### src/rtl/otp_lock_ctrl_pkg.sv
// otp_lock_ctrl_pkg: state encoding, default OTP and timer-width helper shared by the OTP lock controller
package otp_lock_ctrl_pkg;
  typedef enum logic [2:0] {
    S_IDLE    = 3'd0,
    S_WAIT    = 3'd1,
    S_CHECK   = 3'd2,
    S_UNLOCK  = 3'd3,
    S_DENY    = 3'd4,
    S_LOCKOUT = 3'd5
  } state_t;
  localparam logic [31:0] DEFAULT_OTP = 32'h13579;
  function automatic int timer_w(input int a, input int b, input int c);
    int m;
    m = a > b ? a : b;
    m = m > c ? m : c;
    return m > 1 ? $clog2(m) : 1;
  endfunction
endpackage

### src/rtl/otp_lock_ctrl_if.sv
// otp_lock_ctrl_if: keypad-side request/OTP inputs and actuator/alarm outputs; master drives inputs, slave is the controller
interface otp_lock_ctrl_if #(parameter int OTP_W = 32, parameter int TRW = 2);
  logic             req_access;
  logic             enter_otp;
  logic [OTP_W-1:0] user_entered_otp;
  logic             correct;
  logic             wrong;
  logic             unlock;
  logic             deny;
  logic             alarm;
  logic             locked_out;
  logic [TRW-1:0]   tries_left;
  modport master (
    output req_access, enter_otp, user_entered_otp,
    input  correct, wrong, unlock, deny, alarm, locked_out, tries_left
  );
  modport slave (
    input  req_access, enter_otp, user_entered_otp,
    output correct, wrong, unlock, deny, alarm, locked_out, tries_left
  );
endinterface

### src/rtl/otp_lock_ctrl_timer.sv
// otp_cycle_timer: loadable down-counter (clk, rst, load, value, en) that saturates at zero; done=(cnt==0)
module otp_cycle_timer #(parameter int W = 4) (
  input  logic         clk,
  input  logic         rst,
  input  logic         load,
  input  logic         en,
  input  logic [W-1:0] value,
  output logic         done
);
  logic [W-1:0] cnt;
  always_ff @(posedge clk or posedge rst)
    if (rst) cnt <= '0;
    else cnt <= load ? value : (en && cnt != '0) ? cnt - 1'b1 : cnt;
  assign done = cnt == '0;
endmodule

### src/rtl/otp_lock_ctrl.sv
// otp_lock_ctrl: OTP door-lock FSM with entry timeout, bounded retries, timed unlock and alarm lockout; ports clk, rst, bus (otp_lock_ctrl_if.slave), all outputs registered
module otp_lock_ctrl
  import otp_lock_ctrl_pkg::*;
#(
  parameter int               OTP_W          = 32,
  parameter logic [OTP_W-1:0] OTP_VALUE      = OTP_W'(DEFAULT_OTP),
  parameter int               MAX_TRIES      = 3,
  parameter int               ENTRY_TIMEOUT  = 1000,
  parameter int               UNLOCK_CYCLES  = 500,
  parameter int               LOCKOUT_CYCLES = 5000
) (
  input logic             clk,
  input logic             rst,
  otp_lock_ctrl_if.slave  bus
);
  localparam int TW  = timer_w(ENTRY_TIMEOUT, UNLOCK_CYCLES, LOCKOUT_CYCLES);
  localparam int TRW = $clog2(MAX_TRIES + 1);
  state_t           state, nxt;
  logic [TRW-1:0]   fail, fail_nxt, tries_n;
  logic [OTP_W-1:0] otp_q;
  logic             done, load, match, last_try;
  logic [TW-1:0]    load_val;
  logic             correct_n, wrong_n, unlock_n, deny_n, alarm_n;
  assign match    = otp_q == OTP_VALUE;
  assign last_try = int'(fail) + 1 >= MAX_TRIES;
  // Timer is reloaded only on entry to a timed state, so self-loops keep counting down.
  assign load     = nxt != state && (nxt == S_WAIT || nxt == S_UNLOCK || nxt == S_LOCKOUT);
  assign load_val = nxt == S_UNLOCK  ? TW'(UNLOCK_CYCLES - 1) :
                    nxt == S_LOCKOUT ? TW'(LOCKOUT_CYCLES - 1) : TW'(ENTRY_TIMEOUT - 1);
  otp_cycle_timer #(.W(TW)) u_timer (
    .clk(clk), .rst(rst), .load(load), .en(1'b1), .value(load_val), .done(done)
  );
  always_ff @(posedge clk or posedge rst)
    if (rst) begin
      state          <= S_IDLE;
      fail           <= '0;
      otp_q          <= '0;
      bus.correct    <= 1'b0;
      bus.wrong      <= 1'b0;
      bus.unlock     <= 1'b0;
      bus.deny       <= 1'b0;
      bus.alarm      <= 1'b0;
      bus.locked_out <= 1'b0;
      bus.tries_left <= TRW'(MAX_TRIES);
    end else begin
      state          <= nxt;
      fail           <= fail_nxt;
      otp_q          <= state == S_WAIT && bus.enter_otp ? bus.user_entered_otp : otp_q;
      bus.correct    <= correct_n;
      bus.wrong      <= wrong_n;
      bus.unlock     <= unlock_n;
      bus.deny       <= deny_n;
      bus.alarm      <= alarm_n;
      bus.locked_out <= alarm_n;
      bus.tries_left <= tries_n;
    end
  always_comb begin
    nxt      = S_IDLE;
    fail_nxt = fail;
    case (state)
      S_IDLE:    nxt = bus.req_access ? S_WAIT : S_IDLE;
      S_WAIT:    nxt = bus.enter_otp ? S_CHECK : done ? S_IDLE : S_WAIT;
      S_CHECK: begin
        nxt      = match ? S_UNLOCK : last_try ? S_LOCKOUT : S_DENY;
        fail_nxt = match ? '0 : last_try ? fail : fail + 1'b1;
      end
      S_UNLOCK:  nxt = done ? S_IDLE : S_UNLOCK;
      S_DENY:    nxt = S_WAIT;
      S_LOCKOUT: begin
        nxt      = done ? S_IDLE : S_LOCKOUT;
        fail_nxt = done ? '0 : fail;
      end
      default:   fail_nxt = '0;
    endcase
  end
  // Outputs are decoded from the next state so the registered copies line up with the state register.
  always_comb begin
    correct_n = nxt == S_UNLOCK && state == S_CHECK;
    wrong_n   = nxt == S_DENY || (nxt == S_LOCKOUT && state == S_CHECK);
    unlock_n  = nxt == S_UNLOCK;
    deny_n    = nxt == S_DENY;
    alarm_n   = nxt == S_LOCKOUT;
    tries_n   = nxt == S_LOCKOUT ? '0 : TRW'(MAX_TRIES) - fail_nxt;
  end
endmodule
### src/flat_wrapper.sv
// flat-port wrapper written by rule: the top's interface ports become plain ports
module otp_lock_ctrl_flat import otp_lock_ctrl_pkg::*;
#(
  parameter int               OTP_W          = 32,
  parameter logic [OTP_W-1:0] OTP_VALUE      = OTP_W'(DEFAULT_OTP),
  parameter int               MAX_TRIES      = 3,
  parameter int               ENTRY_TIMEOUT  = 1000,
  parameter int               UNLOCK_CYCLES  = 500,
  parameter int               LOCKOUT_CYCLES = 5000
)
  (clk, rst, bus_req_access, bus_enter_otp, bus_user_entered_otp, bus_correct, bus_wrong, bus_unlock, bus_deny, bus_alarm, bus_locked_out, bus_tries_left);
  otp_lock_ctrl_if #(.OTP_W(OTP_W)) bus_i ();
  input logic clk;
  input logic rst;
  input wire logic [$bits(bus_i.req_access)-1:0] bus_req_access;
  input wire logic [$bits(bus_i.enter_otp)-1:0] bus_enter_otp;
  input wire logic [$bits(bus_i.user_entered_otp)-1:0] bus_user_entered_otp;
  output wire logic [$bits(bus_i.correct)-1:0] bus_correct;
  output wire logic [$bits(bus_i.wrong)-1:0] bus_wrong;
  output wire logic [$bits(bus_i.unlock)-1:0] bus_unlock;
  output wire logic [$bits(bus_i.deny)-1:0] bus_deny;
  output wire logic [$bits(bus_i.alarm)-1:0] bus_alarm;
  output wire logic [$bits(bus_i.locked_out)-1:0] bus_locked_out;
  output wire logic [$bits(bus_i.tries_left)-1:0] bus_tries_left;
  assign bus_i.req_access = bus_req_access;
  assign bus_i.enter_otp = bus_enter_otp;
  assign bus_i.user_entered_otp = bus_user_entered_otp;
  assign bus_correct = bus_i.correct;
  assign bus_wrong = bus_i.wrong;
  assign bus_unlock = bus_i.unlock;
  assign bus_deny = bus_i.deny;
  assign bus_alarm = bus_i.alarm;
  assign bus_locked_out = bus_i.locked_out;
  assign bus_tries_left = bus_i.tries_left;
  otp_lock_ctrl #(.OTP_W(OTP_W), .OTP_VALUE(OTP_VALUE), .MAX_TRIES(MAX_TRIES), .ENTRY_TIMEOUT(ENTRY_TIMEOUT), .UNLOCK_CYCLES(UNLOCK_CYCLES), .LOCKOUT_CYCLES(LOCKOUT_CYCLES)) u_core (.clk(clk), .rst(rst), .bus(bus_i));
endmodule
### config.mk
export PLATFORM = sky130hd
export DESIGN_NAME = otp_lock_ctrl_flat
export DESIGN_NICKNAME = d
export VERILOG_FILES = /design/src/rtl/otp_lock_ctrl_pkg.sv /design/src/rtl/otp_lock_ctrl_if.sv /design/src/rtl/otp_lock_ctrl_timer.sv /design/src/rtl/otp_lock_ctrl.sv /design/src/flat_wrapper.sv
export SDC_FILE = /design/constraint.sdc
export NUM_CORES = 1
export LEC_CHECK = 0
export CAP_MARGIN = 20
export CORE_UTILIZATION = 40
export CTS_CLUSTER_DIAMETER = 50
export CTS_CLUSTER_SIZE = 16
export DETAILED_ROUTE_END_ITERATION = 6
export GPL_ROUTABILITY_DRIVEN = 0
export GPL_TIMING_DRIVEN = 0
export PLACE_DENSITY = 0.66
export SLEW_MARGIN = 20
export SYNTH_ARGS = -nofsm -noshare
export SYNTH_HDL_FRONTEND = slang
export SYNTH_SLANG_ARGS = --single-unit
### constraint.sdc
create_clock -name clk -period 2 [get_ports clk]
set_clock_uncertainty 0.1 [all_clocks]
set_input_delay 0.2 -clock clk [delete_from_list [all_inputs] [get_ports clk]]
set_output_delay 0.2 -clock clk [all_outputs]
set_load 0.02 [all_outputs]
# Word-level counts from Yosys, hierarchy flattened

Cells that the tools add are included.

Register bits: 57
Bits in latches: 0
RAM bits: 0
Bits in read-only memories: 0
Output and inout bits: 8
Word-level logic and storage cells: 55
Memories kept: 0

Add/subtract/negate cells: 4
$mul: 0
Div/mod/pow operators: 0
Order comparisons: 1
Equal/unequal tests: 11
Shifts and indexed selects: 0
Multiplexer cells: 17
Bitwise logic cells: 0
Reduce and logical (&&, ||, !) cells: 12

Operators with widths:

| cell                                                                                  | number |
|---|---|
| 13-bit two-way mux                                                                    | 4 |
| 32-bit by 17-bit == test with 1-bit output (second input constant)                    | 1 |
| 32-bit by 3-bit greater-or-equal comparator with 1-bit output (second input constant) | 1 |
| 3-bit case mux with 6 select lines                                                    | 1 |
| 13-bit logical NOT                                                                    | 1 |
| 13-bit nonzero test                                                                   | 1 |
| 13-bit by 1-bit subtractor with 13-bit output (second input constant)                 | 1 |
| 3-bit == test (second input constant)                                                 | 4 |
| 2-bit two-way mux                                                                     | 5 |
| 3-bit by 2-bit == test with 1-bit output (second input constant)                      | 3 |
| 3-bit two-way mux                                                                     | 3 |
| 3-bit by 1-bit == test with 1-bit output (second input constant)                      | 2 |
| 2-bit case mux with 3 select lines                                                    | 1 |
| 1-bit logical AND                                                                     | 4 |
| 4-bit OR reduction                                                                    | 1 |
| 2-bit by 1-bit adder with 3-bit output (second input constant)                        | 1 |
| 3-bit logical NOT                                                                     | 1 |
| 1-bit logical OR                                                                      | 3 |
| 1-bit two-way mux                                                                     | 3 |
| 3-bit != test                                                                         | 1 |
| 2-bit by 1-bit adder with 2-bit output (second input constant)                        | 1 |
| 2-bit nonzero test                                                                    | 1 |
| 2-bit subtractor (first input constant)                                               | 1 |

# Logic depth before layout (Yosys ltp)

Gate-level depths: netlist (run 1).

Word-level depth: 10
Mapped depth: 8
Gate-level depth less buffers: 7

# By module

A second synthesis (run 1) with hierarchy kept.

Cells, all modules: 233
Area, all modules: 2771.4 µm²

Modules (own cells, without submodules):

| module          | times used | cells each | area an instance (µm²) | seq. area each (µm²) |
|---|---|---|---|---|
| otp_lock_ctrl   | 1          | 141        | 1938.1                 | 1103.6 |
| otp_cycle_timer | 1          | 92         | 833.3                  | 325.3 |

# Least setup slack after synthesis (run 1)

Ideal clock, no wire load.

Path type: flip-flop to flip-flop
From: reg u_core.u_timer.cnt[6]
To: reg u_core.u_timer.cnt[9]
Library setup time: 0.135 ns
Arrival time: 1.898 ns
Required time: 1.765 ns
Slack: -0.134 ns
Stages on the path, launching flop included: 7
Clock period less this slack: 2.134 ns
Cell sequence: dfrtp_1 > or4_4 > or4_4 > buf_6 > nand3_1 > xor2_1 > a21oi_1

Cells in the longest elaborated chain, start to end: 9

RTL lines:

| what                                                                                                 | RTL line                                 | text |
|---|---|---|
| from (decl)                                                                                          | otp_lock_ctrl_timer.sv:10                | `logic [W-1:0] cnt;` |
| from (signal assigned)                                                                               | otp_lock_ctrl_timer.sv:13                | `else cnt <= load ? value : (en && cnt != '0) ? cnt - 1'b1 : cnt;` |
| 13-bit logical NOT                                                                                   | otp_lock_ctrl_timer.sv:14                | `assign done = cnt == '0;` |
| 1-bit two-way mux                                                                                    | otp_lock_ctrl.sv:62                      | `S_WAIT: nxt = bus.enter_otp ? S_CHECK : done ? S_IDLE : S_WAIT;` |
| 3-bit two-way mux                                                                                    | otp_lock_ctrl.sv:62                      |  |
| 3-bit case mux with 6 select lines                                                                   | otp_lock_ctrl.sv:60                      | `case (state)` |
| 3-bit by 1-bit == test with 1-bit output or 3-bit by 2-bit == test with 1-bit output (tied branches) | otp_lock_ctrl.sv:27, otp_lock_ctrl.sv:28 |  |
| 1-bit logical OR (2 in series)                                                                       | otp_lock_ctrl.sv:27                      | `assign load = nxt != state && (nxt == S_WAIT \|\| nxt == S_UNLOCK \|\| nxt == S_LOCKOUT);` |
| 1-bit logical AND                                                                                    | otp_lock_ctrl.sv:27                      |  |
| 13-bit two-way mux or 2-bit nonzero test (tied branches)                                             | n/a                                      |  |

Several ways; a longest one is shown, not always the timed one. The select of a mux whose other input is x is not followed.
A chain may end at the register's enable or synchronous reset.

# Worst setup path after layout (run 1)

From: reg u_core.u_timer.cnt[0]
To: reg u_core.u_timer.cnt[4]

The elaborated chain is that of the path after synthesis.

==> results of run 1 <==
-- cells by family (layout without fill, tap and decap cells) --
| kind of cell | after synthesis | count (layout) | share of synthesized area |
|---|---|---|---|
| AND/OR/NAND/NOR | 68 | 68 | 0.158 |
| flip-flops | 57 | 57 | 0.566 |
| multiplexers | 33 | 33 | 0.147 |
| AO/OA/AOI/OAI | 24 | 24 | 0.0609 |
| buffers and inverters | 13 | 81 | 0.0248 |
| XOR/XNOR | 7 | 7 | 0.0243 |
| adder cells (fa/ha/maj) | 4 | 4 | 0.0198 |
-- final timing paths --
check	start	cells past startpoint	to	slack, ps
setup / recovery	u_core.u_timer.cnt[0]	7	u_core.u_timer.cnt[4]	-160
hold / removal	rst	2	u_core.otp_q[3]	230
setup reg to reg	u_core.u_timer.cnt[0]	7	u_core.u_timer.cnt[4]	-160
hold reg to reg	u_core.otp_q[0]	1	u_core.otp_q[0]	400
max in group asynchronous	rst	2	u_core.fail[1]	1120
min in group clk	bus_user_entered_otp[17]	2	u_core.otp_q[17]	380
-- through the flow --
step | hold WS [ps] | worst slack (ps) | setup TNS [ps] | area [µm²]
CTS | 257 | -143 | -1030 | 3410
global placement | 385 | -767 | -50870 | 3070
finish | 229 | -159 | -1370 | 3450
floorplan | 252 | -73.0 | -278 | 2550
detailed placement | 392 | -320 | -9460 | 3070
global route | 291 | -225 | -2740 | 3450
-- synth_stat cells, types with 2 or more instances --
library cell  count  share of area
or2b_1            2         0.0059
nor4b_1           2         0.0069
xnor2_1           3          0.010
or4_4             2         0.0089
dfrtp_1          55           0.54
or3_1             3         0.0074
and4b_1           2         0.0079
nor2b_1           3         0.0074
nand2b_1          2         0.0050
a21oi_1           4         0.0079
or2_1             2         0.0050
mux2_2           32           0.14
nand2_1          14          0.021
nor4_1            6          0.015
xor2_1            4          0.014
o21ai_0           9          0.018
a31o_2            2         0.0069
inv_1             6         0.0089
nor3_1            3         0.0059
nand3_1           4         0.0079
dfstp_2           2          0.021
a21o_1            2         0.0059
ha_1              4          0.020
nand3b_1          2         0.0059
clkbuf_1          3         0.0045
nor2_1           13          0.019
nand4_1           2         0.0050
buf_2             2         0.0040
-- repair_timing --
item,in CTS,in global routing
endpoints found under the setup margin,50,49
pin swaps,3,5
cloned,1,0
resized for setup,15,7
buffers inserted,9,3
-- layout make-up --
cell class / count / area [µm²] / area share
inverters: 6 / 25.0 / 0.00726
clock inverters: 3 / 42.5 / 0.0123
clock buffers: 11 / 141 / 0.0410
flip-flops and latches: 57 / 1430 / 0.415
repair buffers: 55 / 541 / 0.157
multi-input cells: 136 / 1130 / 0.327
plain buffers: 6 / 47.5 / 0.0138
well taps: 75 / 93.8 / 0.0272
-- power groups by stage --
stage | logic (W) | clock network, W | registers [W]
floorplan | 0.00109 | 0 | 0.00195
global placement | 0.00146 | 0 | 0.00197
detailed placement | 0.00149 | 0 | 0.00198
CTS | 0.00162 | 0.00105 | 0.00197
global route | 0.00181 | 0.00111 | 0.00204
finish | 0.00163 | 0.00102 | 0.00198
-- registers in the layout, indices dropped and copies added (netlist names), 2 cells and up --
register / flops
u_core.state: 3
u_core.bus.tries_left: 2
u_core.u_timer.cnt: 13
u_core.fail: 2
u_core.otp_q: 32
-- layer usage --
| metal | global-route usage | share of wire | vias up |
|---|---|---|---|
| li1 | - | - | 860 |
| met1 | 0.212 | 0.45 | 852 |
| met2 | 0.261 | 0.48 | 42 |
| met3 | 0.0756 | 0.061 | 11 |
| met4 | 0.0661 | 0.015 | 0 |
| met5 | 0 | 0 | - |
==> run metrics, run 1 <==
outcome=finished with violations; failing checks=negative setup slack; commonest non-fill, non-tap cells in the layout=dfrtp_1, clkdlybuf4s50_1, mux2_2, nor2_1, nand2_1; startpoint class of the critical path=register; max-slew violation count=0; first-pass GRT wire length=8290 µm; clk slew on worst S/H paths=60 ps; share of post-route cells with drive strength above 1=0.328; RSZ-0062 raised after global routing=true; fin crit period=2160 ps; Ports=44; CTS H-Tree Depth=3; syn_area_per_cell=12.3 µm²; Logic pwr share=0.353; Mapped Cells=206; Fmax=463 MHz; Max Cap Viol=0; clk_lat worst skew=330 ps; Cell Int Power=0.00318 W; Vias/cell=5.06; vias=1765; post-synthesis register bit count=57; Worst Setup End Kind=register; FFs w/ async S/R, synth=1.00; WP data required=2120 ps; Primary FF master, synth=dfrtp_1; Final Power=0.00463 W; P&R area growth vs syn=36.4%; worst vdd ir=705 µV; Slowest-stage cell, CP=or4_4; Cells after DPL=324; antenna violations before repair=0; WL per Instance=13.8 µm; switching part of the total=0.315; Ant. Diodes=0; DRT Wirelength=4830 µm; nets=311; crit path DAT=2280 ps; Finished Layout Cells=349; Netlist Area Pre-Place=2530 µm²; period utilization=1.08; crit path kind=reg -> reg; die height=81.5 µm; chip width=81.5 µm; Rows=28; Port Buffers=43; commonest non-fill, non-tap cell in the layout=dfrtp_1; clock tree root buffer cell=clkbuf_8; family with the most delay on the worst path=simple AND/OR/NAND/NOR gates; P per Cell Area=1340 nW/µm²; worst path bufs/invs=3; crit-path cells=inv_1, ha_2, or2b_1, or4_4, buf_4, buf_16, a31o_2; syn nets=246; Hold Buf Count CTS=0; clock sinks=57; worst min path class=in -> async; dpl hpwl=3340 µm; Post-synth EDFFs=0; Post-route DRC=0; largest net degree at the start of global routing=58; Psw=0.00146 W; Worst Slack Setup Final=-159 ps; core box area=5990 µm²; Max stage delay on crit path=560 ps; Num CTS Buffers=9; vias in the first global route=1793; final core occ=0.575; Seq/Total Area, Yosys=0.566; post-synth cell types=44; initial drt markers=53; Hold Violations, Final=0; gr usage total=0.171; grt total ovfl=0; Max FO, Critical Path=5; Initial Util=0.422; die area=6640 µm²; CTS tree=yes; Leak Pwr=1.44 nW; Final ANT Viol Nets=0; CTS max path bufs=2; YS warnings=0; layout filler cell count=508; DRT Pass-1 Iters=4; clock network power share=0.221; Flop pwr share=0.426; Least-Margin Pin Slew=672 ps; Final setup viols=16; relative slew slack=0.552
Power figures use the tool's default switching activity.
==> run 2: changes to the inputs <==
--- a/config.mk
+++ b/config.mk
@@ -6,13 +6,13 @@
 export NUM_CORES = 1
 export LEC_CHECK = 0
 export CAP_MARGIN = 20
+export CORE_MARGIN = 4
 export CORE_UTILIZATION = 40
 export CTS_CLUSTER_DIAMETER = 50
 export CTS_CLUSTER_SIZE = 16
 export DETAILED_ROUTE_END_ITERATION = 6
 export GPL_ROUTABILITY_DRIVEN = 0
 export GPL_TIMING_DRIVEN = 0
-export PLACE_DENSITY = 0.66
 export SLEW_MARGIN = 20
 export SYNTH_ARGS = -nofsm -noshare
 export SYNTH_HDL_FRONTEND = slang
==> constraint.sdc (replaced) <==
create_clock -name clk -period 2.5 [get_ports clk]
set_clock_uncertainty 0.1 [all_clocks]
set_input_delay 0.25 -clock clk [delete_from_list [all_inputs] [get_ports clk]]
set_output_delay 0.25 -clock clk [all_outputs]
set_load 0.02 [all_outputs]
==> run 2 against run 1 <==
Net effect: the flow now finishes without violations; largest power group unchanged; flip-flop and latch count stayed put; sequential power is 21% lower; global-route usage decreased by 3.4 points; combinational power is 29% lower; clock power is 18% lower; design area is 5.9% lower; wire length is 1.7% lower; setup slack improved by 410 ps; register-to-register slack better by 410 ps; non-clock buffer count down 11.
==> run metrics, run 2 (synthesized netlist as in run 1, its figures left out) <==
outcome=finished, final reports clean (was finished with violations); die height=87.5 µm (was 81.5 µm); startpoint class of the critical path=register (unchanged); DRT Wirelength=4740 µm (was 4830 µm); Ant. Diodes=0 (unchanged); crit-path cells=nor2b_1, and2_1, clkbuf_1, clkbuf_1, mux2_2 (was inv_1, ha_2, or2b_1, or4_4, buf_4, buf_16, a31o_2); Port Buffers=43 (unchanged); Max stage delay on crit path=480 ps (was 560 ps); Seq. cell area=1430 µm² (unchanged); grt total ovfl=0 (unchanged); Psw=0.00111 W (was 0.00146 W); clock network power share=0.236 (was 0.221); Final ANT Viol Nets=0 (unchanged); period utilization=0.900 (was 1.08); Multi-input gate area=1030 µm² (was 1130 µm²); Fmax=444 MHz (was 463 MHz); vias=1747 (was 1765); WL per Instance=14.0 µm (was 13.8 µm); worst vdd ir=555 µV (was 705 µV); die area=7650 µm² (was 6640 µm²); reg-to-reg endpoint=u_core.otp_q[26] (was u_core.u_timer.cnt[4]); Leak Pwr=1.35 nW (was 1.44 nW); crit path kind=reg -> reg (unchanged); most used cell, CP=clkbuf_1; Hold Violations, Final=0 (unchanged); commonest non-fill, non-tap cells in the layout=dfrtp_1, clkdlybuf4s50_1, mux2_2, nand2_1, nor2_1 (was dfrtp_1, clkdlybuf4s50_1, mux2_2, nor2_1, nand2_1); layout filler cell count=563 (was 508); largest net degree at the start of global routing=58 (unchanged); P per Cell Area=1100 nW/µm² (was 1340 nW/µm²); DRT Pass-1 Iters=4 (unchanged); Cell Int Power=0.00246 W (was 0.00318 W); largest reg by FF count=u_core.otp_q (unchanged); Fin Hold WS=287 ps (was 229 ps); setup_tns=0 ps (was -1370 ps); initial drt markers=64 (was 53); Least-Margin Pin Slew=697 ps (was 672 ps); antenna violations before repair=0 (unchanged); share of post-route cells with drive strength above 1=0.234 (was 0.328); worst min path class=in -> async (unchanged); Num CTS Buffers=9 (unchanged); core box area=6030 µm² (was 5990 µm²); Post-route DRC=0 (unchanged); setup slack, reg-to-reg=250 ps (was -160 ps); Max Cap Viol=0 (unchanged); clk slew on worst S/H paths=70 ps (was 60 ps); max-slew violation count=0 (unchanged); clk_lat worst skew=330 ps (about the same); fin crit period=2250 ps (was 2160 ps); Flop pwr share=0.438 (was 0.426); Vias/cell=5.14 (was 5.06); Slowest-stage cell, CP=dfrtp_1 (was or4_4); Max FO, Critical Path=10 (was 5); CTS max path bufs=2 (unchanged); Post CTS Setup Buffer Count=0 (was 9); switching part of the total=0.310 (was 0.315); worst path bufs/invs=2 (was 3); Final setup viols=0 (was 16); Ports=44 (unchanged); RSZ-0062 raised after global routing=false (was true); launching point of the worst reg2reg path=u_core.state[0] (was u_core.u_timer.cnt[0]); family with the most delay on the worst path=buffers and inverters (was simple AND/OR/NAND/NOR gates); dpl hpwl=3360 µm (was 3340 µm); P&R area growth vs syn=28.3% (was 36.4%); gr usage total=0.137 (was 0.171); chip width=87.5 µm (was 81.5 µm); first-pass GRT wire length=8000 µm (was 8290 µm); commonest non-fill, non-tap cell in the layout=dfrtp_1 (unchanged); Resize count post-CTS=0 (was 15); WP data required=2610 ps (was 2120 ps); relative slew slack=0.535 (was 0.552); nets=300 (was 311); Worst R2R Path Depth=5 (was 7); clock tree root buffer cell=clkbuf_8 (unchanged); vias in the first global route=1720 (was 1793); Worst Setup End Kind=register (unchanged); largest registers=u_core.otp_q: 32 flops, u_core.u_timer.cnt: 13 flops, u_core.state: 3 flops (unchanged); Hold Buf Count CTS=0 (unchanged); CTS tree=yes (unchanged); Rows=28 (unchanged); CTS H-Tree Depth=3 (unchanged); max reg flops=32 (unchanged); clock sinks=57 (unchanged); Logic pwr share=0.326 (was 0.353); crit path DAT=2360 ps (was 2280 ps); Initial Util=0.419 (was 0.422)
## run 2: cell types whose count changed in the layout (fill, tap and decap cells not counted), moves of 3 or more
cell	previous run	this run
buf_4	12	1
clkbuf_1	1	6
nor4_1	2	6
o21ai_0	6	9
o21ai_1	3	0
## run 2: layer usage
layer,track usage,wire length [µm],vias to the layer above
met5,0,0,-
met4,0.0781,85,0
met3,0.0388,304,10
met2,0.195,2100,47
met1,0.185,2260,848
li1,-,-,842
## run 2: worst max path at each step
stage / from / end / slack (ps) / depth (start not counted)
global placement: rst / u_core.bus.wrong / -330 / 2
global route: u_core.state[0] / u_core.otp_q[25] / 30 / 5
detailed placement: bus_enter_otp / u_core.otp_q[25] / 130 / 6
finish: u_core.state[0] / u_core.otp_q[26] / 250 / 5
CTS: u_core.state[0] / u_core.otp_q[25] / 210 / 5
floorplan: u_core.u_timer.cnt[6] / u_core.u_timer.cnt[9] / 370 / 6
## run 2: per-stage QoR
stage	setup slack [ps]	power (W)	utilization	area (µm²)	instances
2_1_floorplan	366	0.00241	-	2530	206
3_3_place_gp	-334	0.00273	0.506	3050	324
3_5_place_dp	131	0.00276	0.507	3050	324
4_1_cts	214	0.00361	0.538	3240	340
5_1_grt	25.3	0.00383	0.538	3240	340
6_report	250	0.00356	0.538	3240	340
## run 2: layout make-up
class | instances | share of cell area
flip-flops and latches | 57 | 0.441
inverters | 6 | 0.00772
plain buffers | 7 | 0.0124
repair buffers | 43 | 0.133
multi-input cells | 136 | 0.319
well taps | 75 | 0.0289
clock inverters | 3 | 0.0124
clock buffers | 13 | 0.0459
## run 2: power by group through the flow
stage	Sequential (W)	Clock, W	Combinational (W)
6_report	0.00156	0.000840	0.00116
5_1_grt	0.00162	0.000903	0.00130
4_1_cts	0.00156	0.000863	0.00118
3_5_place_dp	0.00158	0	0.00118
3_3_place_gp	0.00157	0	0.00115
2_1_floorplan	0.00155	0	0.000856
==> variant 1: new RTL, flow settings as in run 2 <==
`ENTRY_TIMEOUT` is set to 1000 in 2 places; all go to 4000.
--- a/src/rtl/otp_lock_ctrl.sv
+++ b/src/rtl/otp_lock_ctrl.sv
@@ -7,3 +7,3 @@
   parameter int               MAX_TRIES      = 3,
-  parameter int               ENTRY_TIMEOUT  = 1000,
+  parameter int               ENTRY_TIMEOUT  = 4000,
   parameter int               UNLOCK_CYCLES  = 500,
--- a/src/flat_wrapper.sv
+++ b/src/flat_wrapper.sv
@@ -6,3 +6,3 @@
   parameter int               MAX_TRIES      = 3,
-  parameter int               ENTRY_TIMEOUT  = 1000,
+  parameter int               ENTRY_TIMEOUT  = 4000,
   parameter int               UNLOCK_CYCLES  = 500,
Formal check against the unedited RTL: no difference found for any inputs over 10 cycles, from zero or initial values and one cycle with rst high; that may be too few to reach the edited logic, so the function may still have changed.
==> variant 1 against run 2 <==
  * Synthesized area is 3.1% higher
  * Design area is 2.8% higher
  * Worst setup slack worse by 0.0033 ns
  * Routed wire length is 1.5% higher
  * Total power is 4.3% higher
  * Sequential power is 3% higher
  * Sequential cell count stayed put
  * Critical path type unchanged
  * Highest routed layer unchanged
==> variant 1: results (changes against run 2) <==
detailed_routing:
  wl_met3_um: 372  # +22%
  wl_um: 4814  # +1.5%
  drtIter0Drc: 72  # +13%
  routedWlPerCell_um: 14.08  # +0.88%
  wl_met1_um: 2201  # -2.5%
place:
  dp_slack_ns: 0.2073  # +0.07645 ns
  dp_hpwl_um: 3508  # +4.4%
  place_inst: 326  # +0.62%
yosys:
  synthAdderAreaFrac_pct: 1.922  # -0.059 points
  yosysUniqueCellTypes: 53  # +20%
  netlist_top_cells_count: "dfrtp_1, mux2_2, nand2_1"
  synth_compound_area_share_pct: 7.400  # +1.3 points
  synthXorXnorAreaFrac_pct: 2.691  # +0.26 points
grt:
  use_met3_pct: 5.959  # +2.1 points
  gr-usage-all-layers_pct: 14.46  # +0.78 points
  grt_pass1_vias: 1791  # +4.1%
  grt_use_met1_pct: 19.41  # +0.86 points
timing:
  slew_headroom_pct: 54.88  # +1.3 points
power:
  total_power_mw: 3.718  # +4.3%
  powerClk_mw: 0.861  # +2.5%
  p_leak_nw: 1.391  # +2.8%
  max-vdd-ir-drop_mv: 0.6133  # +11%
setup_path:
  rr_endpoint: "u_core.u_timer.cnt[3]"
  r2r-start: "u_core.u_timer.cnt[0]"
layout:
  finish.instance_area_um2: 3332  # +2.8%
  fill_cells: 561  # -0.36%
  nMultiInputCombCells: 131  # -3.7%
  buffers: 51  # +2.0%
outcome:
  outcome: "completed"
==> variant 1: logic make-up after synthesis <==
kind of cell,count (synthesis)
multiplexers,34
AND/OR/NAND/NOR,55
AO/OA/AOI/OAI,30
XOR/XNOR,8
flip-flops,57
adder cells (fa/ha/maj),4
buffers and inverters,18
==> variant 1: worst max path at each step <==
stage                               start               endpoint  slack, ns
global placement                      rst         u_core.fail[1]      -0.33
detailed placement  u_core.u_timer.cnt[0]  u_core.u_timer.cnt[3]       0.21
finish              u_core.u_timer.cnt[0]  u_core.u_timer.cnt[3]       0.25
global route        u_core.u_timer.cnt[0]  u_core.u_timer.cnt[3]       0.02
floorplan           u_core.u_timer.cnt[0]        u_core.state[1]       0.59
CTS                 u_core.u_timer.cnt[0]  u_core.u_timer.cnt[3]       0.19
==> variant 1: worst max-delay path: stages, from the launching register on <==
cell	delay, ns
dfrtp_1	0.42
inv_1	0.13
ha_1	0.31
nor2b_1	0.30
nand4_1	0.35
o2bb2ai_1	0.41
a31oi_1	0.09
==> variant 2: new RTL, settings of run 2 <==
Without the edit above. The 6 states of `state_t` get a one-hot encoding in 6 bits.
--- a/src/rtl/otp_lock_ctrl_pkg.sv
+++ b/src/rtl/otp_lock_ctrl_pkg.sv
@@ -2,9 +2,9 @@
 package otp_lock_ctrl_pkg;
-  typedef enum logic [2:0] {
-    S_IDLE    = 3'd0,
-    S_WAIT    = 3'd1,
-    S_CHECK   = 3'd2,
-    S_UNLOCK  = 3'd3,
-    S_DENY    = 3'd4,
-    S_LOCKOUT = 3'd5
+  typedef enum logic [5:0] {
+    S_IDLE    = 6'b000001,
+    S_WAIT    = 6'b000010,
+    S_CHECK   = 6'b000100,
+    S_UNLOCK  = 6'b001000,
+    S_DENY    = 6'b010000,
+    S_LOCKOUT = 6'b100000
   } state_t;
Formal check against the unedited RTL: no difference found for any inputs over 10 cycles, from zero or initial values and one cycle with rst high; not proved beyond that.
==> variant 2 against run 2 <==
  * Worst setup slack lost 0.26 ns
  * Total power increased by 0.98%
  * Sequential share of layout area shrank 4.6 points
  * Synthesized area up 14%
  * Design area is 17% higher
  * Critical endpoint is now u_core.u_timer.cnt[12]
  * Final cell count rose by 39%
  * Routed wire length grew 32%
  * Synthesized cell count increased by 50%
  * Sequential cell count up 3
  * The flow now finishes with violations (negative setup slack)
==> variant 2: results (changes against run 2) <==
outcome:
  violations: "negative setup slack"
  outcome: "complete, but fails checks"
timing:
  setup_tns_ns: -0.009349  # -0.009349 ns
  worst_slack_ns: -0.008165  # -0.2583 ns
  worstMarginPinSlew_ns: 0.5335  # -0.1635 ns
  setup_viol: 2  # +2
detailed_routing:
  wl_um: 6273  # +32%
  vias_per_cell: 5.023  # -2.2%
  drtIter0Drc: 97  # +52%
layout:
  largest_registers: "u_core.otp_q: 32 flops, u_core.u_timer.cnt: 13 flops, u_core.state: 6 flops"
  drive_gt1_share_pct: 15.73  # -7.7 points
grt:
  grt_max_degree: 45  # -22%
  gr-usage-all-layers_pct: 15.54  # +1.9 points
  grt_pass1_wl_um: 10580  # +32%
setup_path:
  startpoint: "u_core.state[2]"
  rr_worst_depth: 7  # +2
  cp.arrival_ns: 2.68  # +0.32 ns
  path_max_fanout: 5  # -5
yosys:
  yosysTopAreaCellShare_pct: 49.54  # -4.9 points
  syn_nets: 349  # +42%
  yosysUniqueCellTypes: 53  # +20%
  yosysSeqAreaShare_pct: 52.28  # -4.3 points
  netlist_top_cells_area: "dfrtp_1, nand2_1, dfstp_2"
  netlist_top_cells_count: "nand2_1, dfrtp_1, nor2_1"
  synthAdderAreaFrac_pct: 2.130  # +0.15 points
power:
  power_switching_mw: 1.200  # +8.4%
  max-vdd-ir-drop_mv: 0.3688  # -34%
place:
  dp_hpwl_um: 4424  # +32%
[variant 2: cell families after synthesis]
family | Yosys count
DFF | 60
muxes | 1
buffers and inverters | 25
AOI/OAI and AO/OA | 38
adders and majority gates | 5
xor gates and xnor gates | 12
and+or+nand+nor | 168
[variant 2: timing repair]
action	CTS	global route
pin swaps	4	2
buffers inserted	3	3
gates resized for setup	12	12
setup endpoints to repair	13	43
[variant 2: how the worst min path moves through the flow]
| stage | end | cells after the start |
|---|---|---|
| after global placement | u_core.otp_q[5] | 2 |
| after floorplan | u_core.otp_q[0] | 2 |
| after detailed placement | u_core.otp_q[6] | 2 |
| after global routing | u_core.u_timer.cnt[7] | 2 |
| final | u_core.u_timer.cnt[7] | 2 |
| after CTS | u_core.u_timer.cnt[9] | 2 |
[variant 2: per-layer routing]
layer  share of wire [%]  GRT usage (%)
met1                  47          21.18
met3                 4.5          3.087
met2                  46          23.70
met5                   0              0
met4                 2.1          7.326
[variant 2: cell type report]
type	instances	area (um2)	share of cell area, %
multi-input cells	224	1363	35.78
repair buffers	50	503.0	13.21
clock inverters	5	77.57	2.037
well taps	96	120.1	3.154
plain buffers	14	65.06	1.708
flip-flops and latches	60	1505	39.52
inverters	11	43.79	1.150
clock buffers	11	131.4	3.449
[variant 2: metrics by stage]
| step | area [um2] | std cells | hold slack, ns | setup slack (ns) |
|---|---|---|---|---|
| 2_1_floorplan | 2879 | 309 | 0.2554 | 0.09179 |
| 3_3_place_gp | 3430 | 448 | 0.3551 | -0.4055 |
| 3_5_place_dp | 3452 | 449 | 0.3612 | -0.2350 |
| 4_1_cts | 3739 | 468 | 0.08981 | 0.003074 |
| 5_1_grt | 3809 | 471 | 0.1029 | -0.07119 |
| 6_report | 3809 | 471 | 0.08897 | -0.008165 |
[variant 2: power groups by stage]
stage          combinational, mW  clock (mW)  sequential, mW
6_report                    1.16       0.941            1.50
5_1_grt                     1.31        1.00            1.55
4_1_cts                     1.12       0.962            1.49
3_5_place_dp                1.03           0            1.51
3_3_place_gp               0.996           0            1.50
2_1_floorplan              0.783           0            1.46
[variant 2: worst max-delay path, cell delays in order (launching register included)]
cell and delay, ns:
dfrtp_1 0.38, or4_4 0.54, maj3_2 0.33, a31oi_4 0.17, mux2_4 0.35, o32ai_4 0.30, buf_6 0.16, a31o_1 0.13
